<file path="config.mk">
export PLATFORM = sky130hd
export DESIGN_NAME = mem_port_arbiter
export DESIGN_NICKNAME = d
export VERILOG_FILES = /design/src/rtl/mem_port_arbiter_pkg.sv /design/src/rtl/mem_port_arbiter_rr_pick.sv /design/src/rtl/mem_port_arbiter.sv
export SDC_FILE = /design/constraint.sdc
export NUM_CORES = 1
export LEC_CHECK = 0
export ABC_AREA = 0
export CORE_AREA = 8 8 319 321
export CTS_CLUSTER_DIAMETER = 40
export DETAILED_ROUTE_END_ITERATION = 6
export DIE_AREA = 0 0 327 329
export GPL_TIMING_DRIVEN = 0
export HOLD_SLACK_MARGIN = 0.06
export PLACE_DENSITY = 0.43
export SLEW_MARGIN = 10
export SYNTH_ARGS = -nofsm -noshare
export SYNTH_HDL_FRONTEND = slang
export SYNTH_HIERARCHICAL = 1
export SYNTH_SLANG_ARGS = --single-unit
</file>
<file path="constraint.sdc">
create_clock -name clk -period 5.4 [get_ports clk]
set_clock_uncertainty 0.05 [all_clocks]
set_input_delay 1.08 -clock clk [delete_from_list [all_inputs] [get_ports clk]]
set_output_delay 1.08 -clock clk [all_outputs]
set_load 0.02 [all_outputs]
</file>
<file path="src/rtl/mem_port_arbiter_pkg.sv">
// Shared arbiter types: FSM state encoding, requester index constants and
// a width helper used by the arbiter and its round-robin picker.
package ArbStruct;

    typedef enum logic [1:0] {
        IDLE  = 2'd0,
        ISSUE = 2'd1,
        WAIT  = 2'd2
    } arb_state_e;

    localparam int unsigned REQ_IFETCH = 0;
    localparam int unsigned REQ_MEM    = 1;
    localparam int unsigned REQ_IMMU   = 2;
    localparam int unsigned REQ_DMMU   = 3;

    // Index width that never collapses to zero bits for a single entry.
    function automatic int unsigned idx_width(input int unsigned n);
        return (n > 1) ? $clog2(n) : 1;
    endfunction

endpackage

</file>
<file path="src/rtl/mem_port_arbiter_rr_pick.sv">
// Round-robin picker: scans requesters starting one past the last grant
// and reports the first active one.
module rr_pick
    import ArbStruct::*;
#(
    parameter int unsigned N_REQ = 4,
    parameter int unsigned IDX_W = idx_width(N_REQ)
) (
    input  logic [N_REQ-1:0] req_i,
    input  logic [IDX_W-1:0] last_grant_i,
    output logic [IDX_W-1:0] grant_o,
    output logic             any_o
);

    int unsigned      cand;
    logic [N_REQ-1:0] rot;

    always_comb begin
        grant_o = '0;
        any_o   = 1'b0;
        cand    = 0;
        rot     = '0;
        for (int unsigned i = 0; i < N_REQ; i++) begin
            cand = (32'(last_grant_i) + 1 + i) % N_REQ;
            rot  = req_i >> cand;
            if (!any_o && rot[0]) begin
                any_o   = 1'b1;
                grant_o = IDX_W'(cand);
            end
        end
    end

endmodule

</file>
<file path="src/rtl/mem_port_arbiter.sv">
// Single-outstanding memory port arbiter: round-robin accept, hold request
// downstream until taken, then wait for completion or timeout.
module mem_port_arbiter
    import ArbStruct::*;
#(
    parameter int unsigned N_REQ      = 4,
    parameter int unsigned ADDR_WIDTH = 64,
    parameter int unsigned DATA_WIDTH = 64,
    parameter int unsigned TIMEOUT    = 1023
) (
    input  logic                           clk,
    input  logic                           rst,
    input  logic [N_REQ-1:0]               req_valid,
    input  logic [N_REQ-1:0]               req_we,
    input  logic [N_REQ*ADDR_WIDTH-1:0]    req_addr,
    input  logic [N_REQ*DATA_WIDTH-1:0]    req_wdata,
    input  logic [N_REQ*DATA_WIDTH/8-1:0]  req_wmask,
    output logic [N_REQ-1:0]               req_ready,
    output logic [N_REQ-1:0]               resp_valid,
    output logic                           resp_err,
    output logic [DATA_WIDTH-1:0]          resp_rdata,
    output logic                           m_valid,
    input  logic                           m_ready,
    output logic                           m_we,
    output logic [ADDR_WIDTH-1:0]          m_addr,
    output logic [DATA_WIDTH-1:0]          m_wdata,
    output logic [DATA_WIDTH/8-1:0]        m_wmask,
    input  logic                           m_rvalid,
    input  logic [DATA_WIDTH-1:0]          m_rdata
);

    localparam int unsigned IDX_W  = idx_width(N_REQ);
    localparam int unsigned MASK_W = DATA_WIDTH / 8;
    localparam int unsigned CNT_W  = idx_width(TIMEOUT + 1);
    localparam logic [N_REQ-1:0] ONE = N_REQ'(1);

    arb_state_e          state_q, state_d;
    logic [IDX_W-1:0]    last_q, last_d;
    logic [IDX_W-1:0]    idx_q, idx_d;
    logic                we_q, we_d;
    logic [ADDR_WIDTH-1:0] addr_q, addr_d;
    logic [DATA_WIDTH-1:0] wdata_q, wdata_d;
    logic [MASK_W-1:0]   wmask_q, wmask_d;
    logic [CNT_W-1:0]    cnt_q, cnt_d;

    logic [IDX_W-1:0]      pick_idx;
    logic                  pick_any;
    logic                  sel_we;
    logic [ADDR_WIDTH-1:0] sel_addr;
    logic [DATA_WIDTH-1:0] sel_wdata;
    logic [MASK_W-1:0]     sel_wmask;
    logic                  issue_valid;

    rr_pick #(
        .N_REQ (N_REQ),
        .IDX_W (IDX_W)
    ) u_rr_pick (
        .req_i        (req_valid),
        .last_grant_i (last_q),
        .grant_o      (pick_idx),
        .any_o        (pick_any)
    );

    always_comb begin
        sel_we    = 1'b0;
        sel_addr  = '0;
        sel_wdata = '0;
        sel_wmask = '0;
        for (int unsigned i = 0; i < N_REQ; i++) begin
            if (32'(pick_idx) == i) begin
                sel_we    = req_we[i];
                sel_addr  = req_addr[i*ADDR_WIDTH +: ADDR_WIDTH];
                sel_wdata = req_wdata[i*DATA_WIDTH +: DATA_WIDTH];
                sel_wmask = req_wmask[i*MASK_W +: MASK_W];
            end
        end
    end

    always_comb begin
        state_d     = state_q;
        last_d      = last_q;
        idx_d       = idx_q;
        we_d        = we_q;
        addr_d      = addr_q;
        wdata_d     = wdata_q;
        wmask_d     = wmask_q;
        cnt_d       = cnt_q;
        req_ready   = '0;
        resp_valid  = '0;
        resp_err    = 1'b0;
        resp_rdata  = '0;
        issue_valid = 1'b0;

        case (state_q)
            IDLE: begin
                if (pick_any) begin
                    req_ready = ONE << pick_idx;
                    idx_d     = pick_idx;
                    we_d      = sel_we;
                    addr_d    = sel_addr;
                    // Reads carry no write payload downstream.
                    wdata_d   = sel_we ? sel_wdata : '0;
                    wmask_d   = sel_we ? sel_wmask : '0;
                    state_d   = ISSUE;
                end
            end
            ISSUE: begin
                issue_valid = 1'b1;
                if (m_ready) begin
                    cnt_d   = '0;
                    state_d = WAIT;
                end
            end
            WAIT: begin
                // Completion wins over a timeout landing on the same cycle.
                if (m_rvalid) begin
                    resp_valid = ONE << idx_q;
                    resp_rdata = we_q ? '0 : m_rdata;
                    last_d     = idx_q;
                    state_d    = IDLE;
                end else if (cnt_q == CNT_W'(TIMEOUT)) begin
                    // Timed-out holder still advances the rotation so it cannot starve others.
                    resp_valid = ONE << idx_q;
                    resp_err   = 1'b1;
                    last_d     = idx_q;
                    state_d    = IDLE;
                end else begin
                    cnt_d = cnt_q + 1'b1;
                end
            end
            default: state_d = IDLE;
        endcase

        if (rst) begin
            req_ready   = '0;
            resp_valid  = '0;
            resp_err    = 1'b0;
            resp_rdata  = '0;
            issue_valid = 1'b0;
        end
    end

    assign m_valid = issue_valid;
    assign m_we    = issue_valid & we_q;
    assign m_addr  = issue_valid ? addr_q  : '0;
    assign m_wdata = issue_valid ? wdata_q : '0;
    assign m_wmask = issue_valid ? wmask_q : '0;

    always_ff @(posedge clk) begin
        if (rst) begin
            state_q <= IDLE;
            last_q  <= IDX_W'(N_REQ - 1);
            idx_q   <= '0;
            we_q    <= 1'b0;
            addr_q  <= '0;
            wdata_q <= '0;
            wmask_q <= '0;
            cnt_q   <= '0;
        end else begin
            state_q <= state_d;
            last_q  <= last_d;
            idx_q   <= idx_d;
            we_q    <= we_d;
            addr_q  <= addr_d;
            wdata_q <= wdata_d;
            wmask_q <= wmask_d;
            cnt_q   <= cnt_d;
        end
    end

endmodule

</file>
==> summary.md <==
| Metric | Value |
|---|---|
| Worst Hold Class | flop to flop |
| Sw frac | 0.313 |
| Initial Utilization | 0.102 |
| Via count | 11,700 |
| Die H | 329 um |
| Die ar. | 108,000 um^2 |
| GRT Total Usage | 0.137 |
| Final ANT Viol Nets | 0 |
| Net switching power figure | between 1000 and 1500 uW |
| Chip width | 327 um |
| Mean Syn Cell Area | just over 10 um^2 |
| HPWL Detailed | a little under 70,000 um |
| Status | finished, final reports clean |
| PortBufs | 830 |
| Syn_nets | 1,590 |
| Hold Fails Final Rpt | 0 |
| First-pass GRT wire length | roughly 100,000 um |
| Distinct cells, synth | 44 |
| Largest area contributor in the netlist | mux4_2 |
| Placer Congestion | about 0.94 |
| Max stage delay on crit path | between 600 and 700 ps |
| P_leak | roughly 0.0071 uW |
| Clk buf depth | 2 |
| TritonCTS buffer count | 17 |
| Min cycle time layout | 5280 ps |
| DRC | 0 |
| Crit-path slowest cell | clkdlybuf4s50_1 |
| WP depth | 7 |
| Initial antenna violation count | 21 |
| Compound-Gate Fraction of Synth Area | 0.123 |
| Reg2Reg Depth | 9 |
| Post-synthesis sequential area ratio | 0.308 |
| VDD IR max | ~0.19 mV |
| Fmax | 189 MHz |
| Post-synth top area share | 0.311 |
| Tcrit/Tclk final | 0.978 |
| Root buffer cell | clkbuf_16 |
| Number of synthesized flops with an enable pin | 0 |
| Synth top area cells | mux4_2, dfxtp_1, and2_1 |
| Post-Syn Area | between 9000 and 10,000 um^2 |
| Internal power | approximately 2700 uW |
| Combinational share of power | 0.343 |
| # hold bufs at CTS | 0 |
| Via/cell ratio | 3.74 |
| Ratio of cells with drive above 1 in the final layout | 0.116 |
| Yosys warns | 6 |
| DRT Wirelength | 77,600 um |
| Clk pwr share | 0.330 |
| Post-synthesis simple-gate area fraction | 0.212 |
| Total of max-cap violations | 0 |
| Post-synthesis mux area share | 0.312 |
| CP endpoint kind | primary output |
| Max FO, Critical Path | 18 |
| Crit Path Class | primary input to primary output |
| # IOs | slightly above 800 |
| Core area | between 90,000 and 100,000 um^2 |
| Synth Area in Adders | 0.00126 |
| Final setup vio count | 0 |
| Post-layout nets | about 2,400 |
| Synth Instances | between 900 and 1,000 |
| Hold Slack | between 400 and 500 ps |
| Most frequent cell after synthesis | and2_1 |
| Slew Viols, Final | 0 |
| Main combinational cell family by area after synthesis | multiplexers |
| Clk slew on worst S/H paths | around 60 ps |
| Clock H-tree levels | 4 |
| Setup crit start kind | primary input |
| PwrDens | about 190 nW/um^2 |
| Std cell rows | between 100 and 150 |
| Synth-to-layout area growth | 107% |
| Worst path buffer plus inverter count | 5 |
| Critical Path RT | 4270 ps |
| Worst Path Arrival | a little over 4000 ps |
| Routed WL per cell | ~25 um |
| Ys flop type | dfxtp_1 |
| Worst slew pin tran | 1050 ps |
| Cells on Worst Hold Path | 2 |
| Dpl cell area | 19,900 um^2 |
| Gr ovfl total | 0 |
| Worst skew pair latency | 490 ps |
| Largest net degree at the start of global routing | 20 |
| Rel. slew slack | 0.303 |
| CTS tree | done |
| Cell area after layout | ~20,000 um^2 |
| Synth Register Bits | ~150 |
| First-pass DRT Iterations | 5 |
| Most frequent cells after synthesis | and2_1, dfxtp_1, nand2_1 |
| Initial DRC Count | between 500 and 600 |
| Share of power burned in registers | 0.327 |
| Vias in the first global route | roughly 13,000 |
| Asr flop ratio synth | 0 |
| Crit-path cells | clkdlybuf4s50_1, clkbuf_1, nor4_4, buf_4, clkbuf_1, and2_1, clkdlybuf4s50_1 |
| Clock sinks | approximately 150 |
| Cell family with most CP delay | buffers and inverters |
| XOR/XNOR Fraction of Synth Area | 0 |
[power groups by stage]
| stage | Combinational, uW | Clock [uW] | Sequential, uW |
|---|---|---|---|
| floorplan | 573 | 0 | 1290 |
| global placement | 1360 | 0 | 1310 |
| detailed placement | 1370 | 0 | 1310 |
| CTS | 1380 | 1370 | 1290 |
| global route | 1450 | 1400 | 1300 |
| finish | 1350 | 1300 | 1290 |
[worst paths after layout]
path | start | to | slack [ps]
worst max register to register | last_q[1]$_SDFFE_PP1P_ | addr_q[3]$_SDFFE_PP0P_ | 1810
worst min register to register | addr_q[20]$_SDFFE_PP0P_ | addr_q[20]$_SDFFE_PP0P_ | 400
worst min-delay path | addr_q[20]$_SDFFE_PP0P_ | addr_q[20]$_SDFFE_PP0P_ | 400
worst max-delay path | rst | resp_rdata[5] | 120
[cell type report]
type                       count  area (um^2)
fill                       10600        76600
timing repair buffer         832         8330
multi-input combinational    711         6480
sequential                   153         3060
tap                         1287         1610
clock buffer                  18          429
buffer                        96          425
clock inverter                14          161
inverter                       6         22.5
antenna                        8         20.0
[registers in the layout, summed over array words and instances (netlist names)]
register and cells:
cnt_q 10, we_q 1, wmask_q 8, idx_q 2, state_q 2, wdata_q 64
addr_q 64, last_q 2
[routing by layer]
| metal | GRT usage | share of wire | up-vias |
|---|---|---|---|
| met5 | 0 | 0.00062 | - |
| met4 | 0.0353 | 0.017 | 8 |
| met3 | 0.0535 | 0.090 | 58 |
| met2 | 0.233 | 0.49 | 597 |
| met1 | 0.162 | 0.40 | 5740 |
| li1 | - | - | 5288 |
[logic make-up after synthesis]
logic type / Yosys count
AO/OA/AOI/OAI: 174
adder cells (fa/ha/maj): 1
buffers and inverters: 105
flip-flops: 153
multiplexers: 138
AND/OR/NAND/NOR: 398
[what timing repair did]
item	CTS	global route
endpoints found under the setup margin	64	21
resized for setup	11	6
endpoints found under the hold margin	0	0
setup buffers	0	0
[worst reg2reg max path, delay by kind of cell (launching register included)]
family / cells / cell delay, ps
flip-flops: 1 / 400
buffers and inverters: 3 / 1900
multiplexers: 1 / 520
AND/OR/NAND/NOR: 1 / 120
AO/OA/AOI/OAI: 4 / 440
[placed cells by master (no fill, tap or decap), types with 4 or more instances in the layout]
master           instances
a21oi_1                 72
a22o_1                  72
and2_1                 201
and3_1                   5
buf_1                    5
buf_2                   23
clkbuf_1                59
clkbuf_16               17
clkbuf_2                 6
clkdlybuf4s50_1        829
clkinvlp_4               4
dfxtp_1                153
diode_2                  8
inv_1                    6
inv_6                    5
mux4_2                 137
nand2_1                142
nand2b_1                 4
nand3_1                 11
nor2_1                  11
o21ai_0                  7
[stage by stage]
stage                     worst slack, ps  TNS, ps  instances   util  power (uW)
after detailed placement             -805   -14210       3088  0.205        2680
after CTS                            23.3        0       3117  0.211        4030
after global placement              -1300  -113710       3086  0.204        2670
after global routing                -35.1    -43.9       3120  0.211        4150
final                                 121        0       3125  0.211        3930
after floorplan                      1630        0        969      -        1860
No activity file was read; power rests on OpenSTA's default activity.
